### config.mk
export PLATFORM = sky130hd
export DESIGN_NAME = dispense_indicator
export DESIGN_NICKNAME = d
export VERILOG_FILES = /design/src/rtl/dispense_indicator.sv
export SDC_FILE = /design/constraint.sdc
export NUM_CORES = 1
export LEC_CHECK = 0
export CORE_AREA = 3 3 80 82
export CTS_BUF_LIST = sky130_fd_sc_hd__clkbuf_8
export DETAILED_ROUTE_END_ITERATION = 10
export DIE_AREA = 0 0 83 85
export HOLD_SLACK_MARGIN = 0.03
export PLACE_DENSITY = 0.83
export SYNTH_ARGS = -nofsm -noshare
export SYNTH_HDL_FRONTEND = slang
export SYNTH_SLANG_ARGS = --single-unit
export TNS_END_PERCENT = 5
### constraint.sdc
create_clock -name clk -period 2.8 [get_ports clk]
set_input_delay 0.28 -clock clk [delete_from_list [all_inputs] [get_ports clk]]
set_output_delay 0.28 -clock clk [all_outputs]
set_load 0.005 [all_outputs]
### src/rtl/dispense_indicator.sv
// Product-dispense LED indicator: shows a one-hot (optionally blinking) LED for a
// fixed hold time, flags invalid selections, and buffers one request while busy.
module dispense_indicator #(
  parameter int NUM_PRODUCTS = 7,
  parameter int SEL_W        = 3,
  parameter int HOLD_CYCLES  = 50000000,
  parameter int BLINK_CYCLES = 12500000
) (
  input  logic                    clk,
  input  logic                    rst_n,
  input  logic                    dispense_req,
  input  logic [SEL_W-1:0]        product_sel,
  input  logic                    blink_en,
  output logic [NUM_PRODUCTS-1:0] led,
  output logic                    busy,
  output logic                    done,
  output logic                    fault,
  output logic                    drop,
  output logic [SEL_W-1:0]        active_sel
);

  localparam int HW = $clog2(HOLD_CYCLES);
  localparam int BW = (BLINK_CYCLES > 1) ? $clog2(BLINK_CYCLES) : 1;
  localparam logic [HW-1:0]    HOLD_LAST  = HW'(HOLD_CYCLES - 1);
  localparam logic [BW-1:0]    BLINK_LAST = BW'(BLINK_CYCLES - 1);
  localparam logic [SEL_W-1:0] MAX_SEL    = SEL_W'(NUM_PRODUCTS);

  typedef enum logic [1:0] {IDLE, SHOW, FAULT} state_t;

  state_t            state_q, state_d;
  logic [HW-1:0]     hold_q, hold_d;
  logic [BW-1:0]     blink_cnt_q, blink_cnt_d;
  logic              phase_q, phase_d;
  logic [SEL_W-1:0]  cur_sel_q, cur_sel_d;
  logic              cur_blink_q, cur_blink_d;
  logic              pend_valid_q, pend_valid_d;
  logic [SEL_W-1:0]  pend_sel_q, pend_sel_d;
  logic              pend_blink_q, pend_blink_d;
  logic              done_q, done_d;
  logic              drop_q, drop_d;

  logic              start_en;
  logic [SEL_W-1:0]  start_sel;
  logic              start_blink;
  logic              sel_ok;
  logic [NUM_PRODUCTS-1:0] one_hot;

  // State register: every register, including the pending slot, clears on reset.
  always_ff @(posedge clk) begin
    if (!rst_n) begin
      state_q      <= IDLE;
      hold_q       <= '0;
      blink_cnt_q  <= '0;
      phase_q      <= 1'b0;
      cur_sel_q    <= '0;
      cur_blink_q  <= 1'b0;
      pend_valid_q <= 1'b0;
      pend_sel_q   <= '0;
      pend_blink_q <= 1'b0;
      done_q       <= 1'b0;
      drop_q       <= 1'b0;
    end else begin
      // NOTE: non-blocking assignments so every register samples pre-edge values.
      state_q      <= state_d;
      hold_q       <= hold_d;
      blink_cnt_q  <= blink_cnt_d;
      phase_q      <= phase_d;
      cur_sel_q    <= cur_sel_d;
      cur_blink_q  <= cur_blink_d;
      pend_valid_q <= pend_valid_d;
      pend_sel_q   <= pend_sel_d;
      pend_blink_q <= pend_blink_d;
      done_q       <= done_d;
      drop_q       <= drop_d;
    end
  end

  // Next-state logic
  always_comb begin
    // NOTE: every signal gets a default first so no latch is inferred.
    state_d      = state_q;
    hold_d       = hold_q;
    blink_cnt_d  = blink_cnt_q;
    phase_d      = phase_q;
    cur_sel_d    = cur_sel_q;
    cur_blink_d  = cur_blink_q;
    pend_valid_d = pend_valid_q;
    pend_sel_d   = pend_sel_q;
    pend_blink_d = pend_blink_q;
    done_d       = 1'b0;
    drop_d       = 1'b0;
    start_en     = 1'b0;
    start_sel    = product_sel;
    start_blink  = blink_en;
    sel_ok       = 1'b0;

    if (state_q == IDLE) begin
      start_en = dispense_req;
    end else begin
      hold_d = hold_q + 1'b1;
      if (blink_cnt_q == BLINK_LAST) begin
        blink_cnt_d = '0;
        phase_d     = ~phase_q;
      end else begin
        blink_cnt_d = blink_cnt_q + 1'b1;
      end

      if (hold_q == HOLD_LAST) begin
        done_d  = 1'b1;
        state_d = IDLE;
        // Final cycle: the pending entry starts and a coincident request refills the slot.
        if (pend_valid_q) begin
          start_en     = 1'b1;
          start_sel    = pend_sel_q;
          start_blink  = pend_blink_q;
          pend_valid_d = dispense_req;
          pend_sel_d   = product_sel;
          pend_blink_d = blink_en;
        end else begin
          start_en = dispense_req;
        end
      end else if (dispense_req) begin
        if (pend_valid_q) begin
          drop_d = 1'b1;
        end else begin
          pend_valid_d = 1'b1;
          pend_sel_d   = product_sel;
          pend_blink_d = blink_en;
        end
      end
    end

    if (start_en) begin
      sel_ok      = (start_sel != '0) && (start_sel <= MAX_SEL);
      state_d     = sel_ok ? SHOW : FAULT;
      cur_sel_d   = sel_ok ? start_sel : '0;
      cur_blink_d = sel_ok & start_blink;
      hold_d      = '0;
      blink_cnt_d = '0;
      phase_d     = 1'b1;
    end
  end

  // Outputs depend only on registers, so there is no input-to-output path.
  always_comb begin
    one_hot = '0;
    for (int k = 0; k < NUM_PRODUCTS; k++) begin
      one_hot[k] = (cur_sel_q == SEL_W'(k + 1));
    end

    led        = '0;
    busy       = 1'b0;
    fault      = 1'b0;
    active_sel = '0;
    done       = done_q;
    drop       = drop_q;

    case (state_q)
      SHOW: begin
        busy       = 1'b1;
        active_sel = cur_sel_q;
        led        = (cur_blink_q && !phase_q) ? '0 : one_hot;
      end
      FAULT: begin
        busy  = 1'b1;
        fault = 1'b1;
        led   = '1;
      end
      default: begin
        led = '0;
      end
    endcase
  end

endmodule

; After elaboration in Yosys (flattened, before gate mapping)
; Index checks and enable logic that the tools add are counted.
[word_totals]
inputBits = 7
output_inout_bits = 14
reg_bits = 64
elab_cells = 82
[op_classes]
n_addsub = 2
eq_ne = 13
order_cmp = 1
bitwise_logic = 5
muxes = 34
n_reduce_logical = 16
[ops]
columns = cell, n
row1 = "26-bit by 1-bit adder with 26-bit output, second input constant", 1
row2 = "26-bit == test, second input constant", 1
row3 = "24-bit by 1-bit adder with 24-bit output, second input constant", 1
row4 = "24-bit == test, second input constant", 1
row5 = 24-bit two-way mux, 1
row6 = 3-bit two-way mux, 8
row7 = 1-bit two-way mux, 19
row8 = 7-bit one-hot mux with 2 select lines, 1
row9 = "3-bit == test, second input constant", 4
row10 = 2-bit two-way mux, 4
row11 = 7-bit two-way mux, 1
row12 = "3-bit by 2-bit == test with 1-bit output, second input constant", 2
row13 = 2-bit AND reduction, 3
row14 = 2-bit nonzero test, 3
row15 = 2-bit OR reduction, 3
row16 = "2-bit inequality test, second input constant", 2
row17 = 1-bit inverter, 4
row18 = 4-bit OR reduction, 1
row19 = "3-bit by 1-bit == test with 1-bit output, second input constant", 1
row20 = "3-bit less-or-equal comparator, second input constant", 1
row21 = 3-bit AND reduction, 1
row22 = 3-bit nonzero test, 1
row23 = "2-bit by 1-bit == test with 1-bit output, second input constant", 1
row24 = "2-bit == test, second input constant", 1
row25 = 4 further kinds, 5

; Depth between registers and ports, before layout
; Gate-level depths: netlist of run 1.
[logic_depth]
depth_word = 7
ltp_mapped = 9
mapped_depth_nobuf = 8

; Worst setup path before layout of run 1
; OpenSTA, ideal clock, no wires.
[synth_path]
path_kind = flip-flop to flip-flop
start = reg state_q[0]
end = reg hold_q[25]
setup_ns = 0.114
n_path_buf = 0
arrival_time_ns = 1.855
stages_incl_launch_ff = 9
slack_ns = 0.831
cell_sequence = dfxtp_1 > inv_1 > ha_1 > nand4b_1 > or3_1 > nor3_1 > nand4_1 > xor2_1 > nor2_1
[synth_between]
elab_chain_cells = 3
[synth_lines]
columns = item, line_no
row1 = start: declaration, 30  ; state_t state_q, state_d;
row2 = start signal: assignment, 64  ; state_q <= state_d;
row3 = 2-bit logical NOT *, 97  ; if (state_q == IDLE) begin
row4 = 1-bit two-way mux, 97
row5 = 2-bit OR reduction (no line), --
row6 = end signal: assignment, 65  ; hold_q <= hold_d;
row7 = end: declaration, 31  ; logic [HW-1:0] hold_q, hold_d;
; Every way passes the cells marked *; elsewhere a longest branch is shown, timed or not.
; A chain may end at the register's enable or synchronous reset.

; Worst setup path after layout of run 1
; Ends and elaborated chain as after synthesis.

==> results of run 1 <==
## per-layer routing
| metal | global-route usage, % | up-vias | share of wire (%) |
|---|---|---|---|
| met1 | 18.8 | 1180 | 45 |
| met5 | 0 | - | 0 |
| met3 | 5.24 | 10 | 3.8 |
| met4 | 9.36 | 0 | 1.6 |
| met2 | 30.0 | 45 | 49 |
| li1 | - | 1276 | - |
## report_power, final
part	internal, mW	total [mW]	leakage (nW)	switching, mW
registers	0.927	0.942	0.517	0.0158
clock network	0.450	0.787	0.112	0.337
logic	0.0586	0.139	0.659	0.0802
total	1.44	1.87	1.29	0.433
## sequential cells by signal (all words and copies together), names as in the netlist
signal / cells
pend_blink_q: 1
pend_valid_q: 1
cur_sel_q: 3
hold_q: 26
blink_cnt_q: 24
phase_q: 1
drop: 1
done: 1
state_q: 2
cur_blink_q: 1
pend_sel_q: 3
## cells in the final DEF, fill, tap and decap left out, types with 4 or more instances in the layout
cell | Yosys | routed
nor2_1 | 66 | 66
dfxtp_1 | 64 | 64
xor2_1 | 36 | 36
nand2_1 | 33 | 33
clkdlybuf4s50_1 | 0 | 20
nand3_1 | 19 | 19
nand4_1 | 15 | 15
xnor2_1 | 13 | 13
inv_1 | 9 | 11
clkbuf_8 | 0 | 11
nor3_1 | 10 | 10
o21a_1 | 9 | 9
o21ai_0 | 7 | 7
and4_1 | 6 | 6
and3_1 | 6 | 6
mux2i_1 | 6 | 6
ha_1 | 5 | 5
and2_1 | 4 | 4
nor2b_1 | 4 | 4
buf_4 | 3 | 4
## tightest hold or removal path, delay by kind of cell (launching register included)
kind | cells | cell delay (ns)
AO/OA/AOI/OAI | 1 | 0.07
AND/OR/NAND/NOR | 1 | 0.05
flip-flops | 1 | 0.31
## synth_stat cells (4+ instances only)
cell type / n / area, sq um
ha_1: 5 / 62.6
and2_1: 4 / 25.0
xnor2_1: 13 / 114
nand3_1: 19 / 95.1
dfxtp_1: 64 / 1280
o21a_1: 9 / 67.6
nor2_1: 66 / 248
mux2i_1: 6 / 60.1
nor3_1: 10 / 50.1
inv_1: 9 / 33.8
clkbuf_1: 4 / 15.0
nand2_1: 33 / 124
and4_1: 6 / 52.6
nand4_1: 15 / 93.8
and3_1: 6 / 37.5
nor2b_1: 4 / 25.0
xor2_1: 36 / 315
o21ai_0: 7 / 35.0
## logic make-up (layout without fill, tap and decap cells)
kind of cell,Yosys count,after routing,synth area share [%]
XOR/XNOR,49,49,13.8
multiplexers,6,6,1.93
AO/OA/AOI/OAI,32,32,8.02
AND/OR/NAND/NOR,183,183,29.8
buffers and inverters,19,49,3.18
adder cells (fa/ha/maj),5,5,2.01
flip-flops,64,64,41.3
## area by class of cell
cell class,instances,area [sq um],share of cell area [%]
inverter,9,33.8,0.948
timing repair buffer,24,230,6.46
clock inverter,5,47.5,1.33
multi-input combinational,275,1730,48.4
tap,75,93.8,2.63
clock buffer,11,151,4.25
sequential,64,1280,36.0
## worst paths after layout
kind              slack [ns]          from  cells past startpoint            to
hold / removal          0.48  pend_blink_q                      2  pend_blink_q
hold reg to reg         0.48  pend_blink_q                      2  pend_blink_q
setup / recovery        0.54    state_q[0]                      8    hold_q[25]
setup reg to reg        0.54    state_q[0]                      8    hold_q[25]
## through the flow
stage | hold slack [ns] | area, sq um
after floorplan | 0.410 | 3110
after global placement | 0.447 | 3360
after detailed placement | 0.457 | 3360
after CTS | 0.477 | 3560
after global routing | 0.499 | 3560
final | 0.476 | 3560
==> flow_metrics.py, run 1 <==
metrics = {
    "outcome": {
        "status": "completed",
    },
    "layout": {
        "syn2layout_area_growth_pct": 14.7,
        "fill_cells": 515,
        "final_cells": 463,
        "utilization_pct": 61.3,
        "drive_above_1_share_pct": 7.22,
        "nets": 395,
        "diodes": 0,
    },
    "die": {
        "core_area_sq_mm": 0.00582,
        "dieWidth_microns": 83,
        "ios": 21,
        "fp.dieH_microns": 85,
        "start_util_pct": 53.4,
        "row_count": 28,
        "dieArea_sq_mm": 0.00706,
    },
    "cts": {
        "clkSinkCount": 64,
        "cts_buffers": 9,
        "cts-hold-fix-buffers": 0,
        "insertion_delay_ns": 0.34,
        "cts_resized": 0,
        "clock-root-buffer": "clkbuf_8",
        "clockBufferDepth": 2,
        "path_clk_slew_ns": 0.07,
        "post_cts.repair.setup_buffers": 0,
        "cts_tree": "built",
        "htreeDepth": 3,
    },
    "routing": {
        "vias": 2511,
        "drt-wirelength-per-cell_microns": 12.9,
        "drt_pass1_iterations": 4,
        "first_iter_violations": 78,
        "drc": 0,
        "wirelength_mm": 5.95,
        "via_per_inst": 5.42,
        "ant_nets": 0,
    },
    "timing": {
        "fmax_mhz": 443,
        "report.final.slew_viol_count": 0,
        "finalCritPeriodShare_pct": 80.6,
        "hold_viol": 0,
        "rsz0062_at_grt": "no",
        "finalCriticalPeriod_ns": 2.26,
        "fin_ws_ns": 0.545,
        "fin_setup_tns_ns": 0,
        "tightestPinTransition_ns": 0.654,
        "setup_viol_count_final": 0,
        "slew_headroom_pct": 56.1,
        "fin_skew_ns": 0.00768,
    },
    "critical_path": {
        "cp.required_ns": 3.03,
        "slowest_delay_ns": 0.39,
        "slowest_stage": "or3_1",
        "path_cells": "inv_1 -> ha_1 -> nand4b_1 -> or3_1 -> nor3_1 -> nand4_1 -> xor2_1 -> nor2_1",
        "cp_top_family": "simple AND/OR/NAND/NOR gates",
        "arrival_ns": 2.48,
        "end_kind": "flip-flop",
        "path_buf_inv": 1,
        "crit_fanout": 8,
        "crit_type": "flip-flop to flip-flop",
        "critPathLaunchType": "flip-flop",
    },
    "logic_synthesis": {
        "synth_cell_type_count": 48,
        "synth_area_per_cell_sq_um": 8.67,
        "synth_cells": 358,
        "synth_ff_type": "dfxtp_1",
        "yosys_warnings": 0,
        "synth_edf_count": 0,
        "ys_async_sr_fraction_pct": 0,
        "ys_ff_latch": 64,
        "syn_nets": 370,
        "synth_area_sq_mm": 0.00311,
        "synth-seq-area-share_pct": 41.3,
    },
    "power_and_ir_drop": {
        "leakagePower_nw": 1.29,
        "power_density_mw_per_mm2": 524,
        "p_total_mw": 1.87,
        "worst_ir_drop_vdd_mv": 0.300,
    },
    "global_routing": {
        "overflow": 0,
        "grt_pass1_wl_mm": 9.93,
        "grt_max_degree": 28,
        "track_usage_pct": 17.3,
        "grt_pass1_vias": 2356,
        "antenna_found_initial": 0,
    },
    "hold_path": {
        "min_path_type": "flip-flop to flip-flop",
    },
    "placement": {
        "dp_slack_ns": 0.540,
        "dp_hpwl_mm": 4.21,
        "port_buffers": 20,
        "dp.cells": 447,
        "gp_congestion": 0.834,
    },
    "job": {
        "drv_cap": 0,
    },
}
Power figures use the tool's default switching activity.
==> run 2: changes to the inputs <==
- PLACE_DENSITY: 0.83 -> 0.86
- clock period: 2.8 -> 1.9 ns (I/O delays scaled with it)
==> run 2 against run 1 <==
  * The flow now finishes with violations (design-rule violations, negative setup slack)
  * Die area unchanged
  * Wire length grew 40%
  * Via count increased by 14%
  * Highest routed layer unchanged
  * Non-clock buffer count grew 39
  * Critical path type unchanged
  * First-iteration DRC count up 140%
  * Count of clock-buffer cells in the layout stayed put
  * Sequential share of layout area shrank 4.4 points
  * Critical path depth rose by 1
  * Largest power group unchanged
==> flow_metrics.py, run 2 (synthesis gave the netlist of run 1 again) <==
metrics = {
    "layout": {
        "drive_above_1_share_pct": 23.2,
        "diodes": 0,
        "syn2layout_area_growth_pct": 31.7,
        "top_register": "hold_q",
        "final_common_cell": "nor2_1",
        "largest_register_ffs": 26,
        "final_cell_mix": "nor2_1, dfxtp_1, buf_4",
        "reg_top3": "hold_q x26, blink_cnt_q x24",
        "fill_cells": 380,
        "nets": 434,
    },
    "timing": {
        "fmax_mhz": 498,
        "finalCriticalPeriod_ns": 2.01,
        "tightestPinTransition_ns": 0.423,
        "fin_ws_ns": -0.107,
        "hold_viol": 0,
        "slew_headroom_pct": 71.7,
        "worst_hold_slack_ns": 0.474,
        "report.final.slew_viol_count": 0,
        "fin_setup_tns_ns": -0.769,
        "finalCritPeriodShare_pct": 106,
        "setup_viol_count_final": 31,
        "rsz0062_at_grt": "yes",
        "fin_skew_ns": 0.0143,
    },
    "critical_path": {
        "critPathLaunchType": "flip-flop",
        "slowest_stage": "or3_4",
        "arrival_ns": 2.28,
        "path_buf_inv": 2,
        "cp.required_ns": 2.17,
        "crit_type": "flip-flop to flip-flop",
        "cp_top_family": "simple AND/OR/NAND/NOR gates",
        "path_cells": "inv_2 -> buf_4 -> ha_4 -> nand4b_1 -> or3_4 -> nor3_4 -> nand4_1 -> xor2_1 -> nor2_1",
        "slowest_delay_ns": 0.38,
        "end_kind": "flip-flop",
        "crit_fanout": 4,
        "reg2reg_slack_ns": -0.11,
    },
    "die": {
        "row_count": 28,
        "core_area_sq_mm": 0.00582,
        "dieWidth_microns": 83,
        "start_util_pct": 53.4,
        "fp.dieH_microns": 85,
        "ios": 21,
        "dieArea_sq_mm": 0.00706,
    },
    "outcome": {
        "violations": "design-rule violations, negative setup slack",
        "status": "finished, violations left",
    },
    "cts": {
        "cts_buffers": 9,
        "clock-root-buffer": "clkbuf_8",
        "cts_tree": "built",
        "htreeDepth": 3,
        "clockBufferDepth": 2,
        "clkSinkCount": 64,
        "path_clk_slew_ns": 0.07,
        "cts-hold-fix-buffers": 0,
        "insertion_delay_ns": 0.35,
    },
    "routing": {
        "wirelength_mm": 8.33,
        "via_per_inst": 5.70,
        "ant_nets": 0,
        "drc": 1,
        "drt-wirelength-per-cell_microns": 16.6,
        "drt_pass1_iterations": 8,
        "first_iter_violations": 191,
        "vias": 2863,
    },
    "global_routing": {
        "grt_pass1_wl_mm": 12.6,
        "antenna_found_initial": 0,
        "track_usage_pct": 22.0,
        "grt_pass1_vias": 2746,
        "grt_max_degree": 28,
        "overflow": 0,
    },
    "placement": {
        "gp_congestion": 0.876,
        "dp_hpwl_mm": 4.88,
        "port_buffers": 20,
    },
    "job": {
        "drv_cap": 0,
    },
    "power_and_ir_drop": {
        "leakagePower_nw": 1.66,
        "power_density_mw_per_mm2": 741,
        "worst_ir_drop_vdd_mv": 0.531,
    },
    "hold_path": {
        "min_path_type": "input pin to flip-flop",
    },
}
-- run 2: changes by cell type in the layout (fill, tap and decap cells not counted), sizes merged, moves of 2 or more --
cell	change
buf	+39
clkdlybuf4s50	-6
dlymetal6s2s	+4
dlygate4sd2	+2
-- run 2: layout make-up --
| type | instances | area [sq um] | area share, % |
|---|---|---|---|
| clock buffers | 11 | 151 | 3.70 |
| repair buffers | 63 | 559 | 13.7 |
| flip-flops and latches | 64 | 1290 | 31.6 |
| well taps | 75 | 93.8 | 2.29 |
| inverters | 9 | 33.8 | 0.826 |
| clock inverters | 5 | 80.1 | 1.96 |
| multi-input cells | 275 | 1880 | 46.0 |
-- run 2: per-layer routing --
layer / global-route usage, % / wire [microns] / vias up
li1: - / - / 1351
met1: 23.9 / 3240 / 1363
met2: 39.7 / 4380 / 119
met3: 6.21 / 410 / 30
met4: 10.1 / 286 / 0
met5: 0 / 0 / -
-- run 2: power by group --
part	leakage [nW]	internal, mW	switching (mW)	total [mW]
sequential	0.521	1.37	0.0320	1.40
clock	0.117	0.808	0.535	1.34
combinational	1.02	0.133	0.159	0.292
total	1.66	2.31	0.726	3.03
-- run 2: through the flow --
step                      power (mW)  setup slack (ns)  std cells  util [%]  instance area [sq um]
after floorplan                 1.57            0.0219        358         -                   3110
after global placement          1.65           -0.0505        480      62.7                   3640
after detailed placement        1.66           -0.0881        480      62.7                   3640
after CTS                       3.01            -0.128        498      67.9                   3950
after global routing            3.11            -0.194        502      70.4                   4090
final                           3.03            -0.107        502      70.4                   4090
-- run 2: path summary, 6_finish.rpt --
| kind | start | endpoint | depth (start not counted) |
|---|---|---|---|
| worst min register to register | pend_blink_q | pend_blink_q | 2 |
| worst max-delay path | state_q[1] | hold_q[25] | 9 |
| worst min-delay path | blink_en | pend_blink_q | 3 |
| worst max register to register | state_q[1] | hold_q[25] | 9 |
-- run 2: what timing repair did --
action	in CTS	in global routing
gates resized for setup	19	30
setup buffers	2	4
pin swaps	2	7
setup endpoints to repair	36	66
-- run 2: worst reg2reg max path: cells and delay by family, from the launching register on --
family	cells	cell delay, ns
AND/OR/NAND/NOR	5	1.07
XOR/XNOR	1	0.16
adder cells (fa/ha/maj)	1	0.17
buffers and inverters	2	0.18
flip-flops	1	0.34
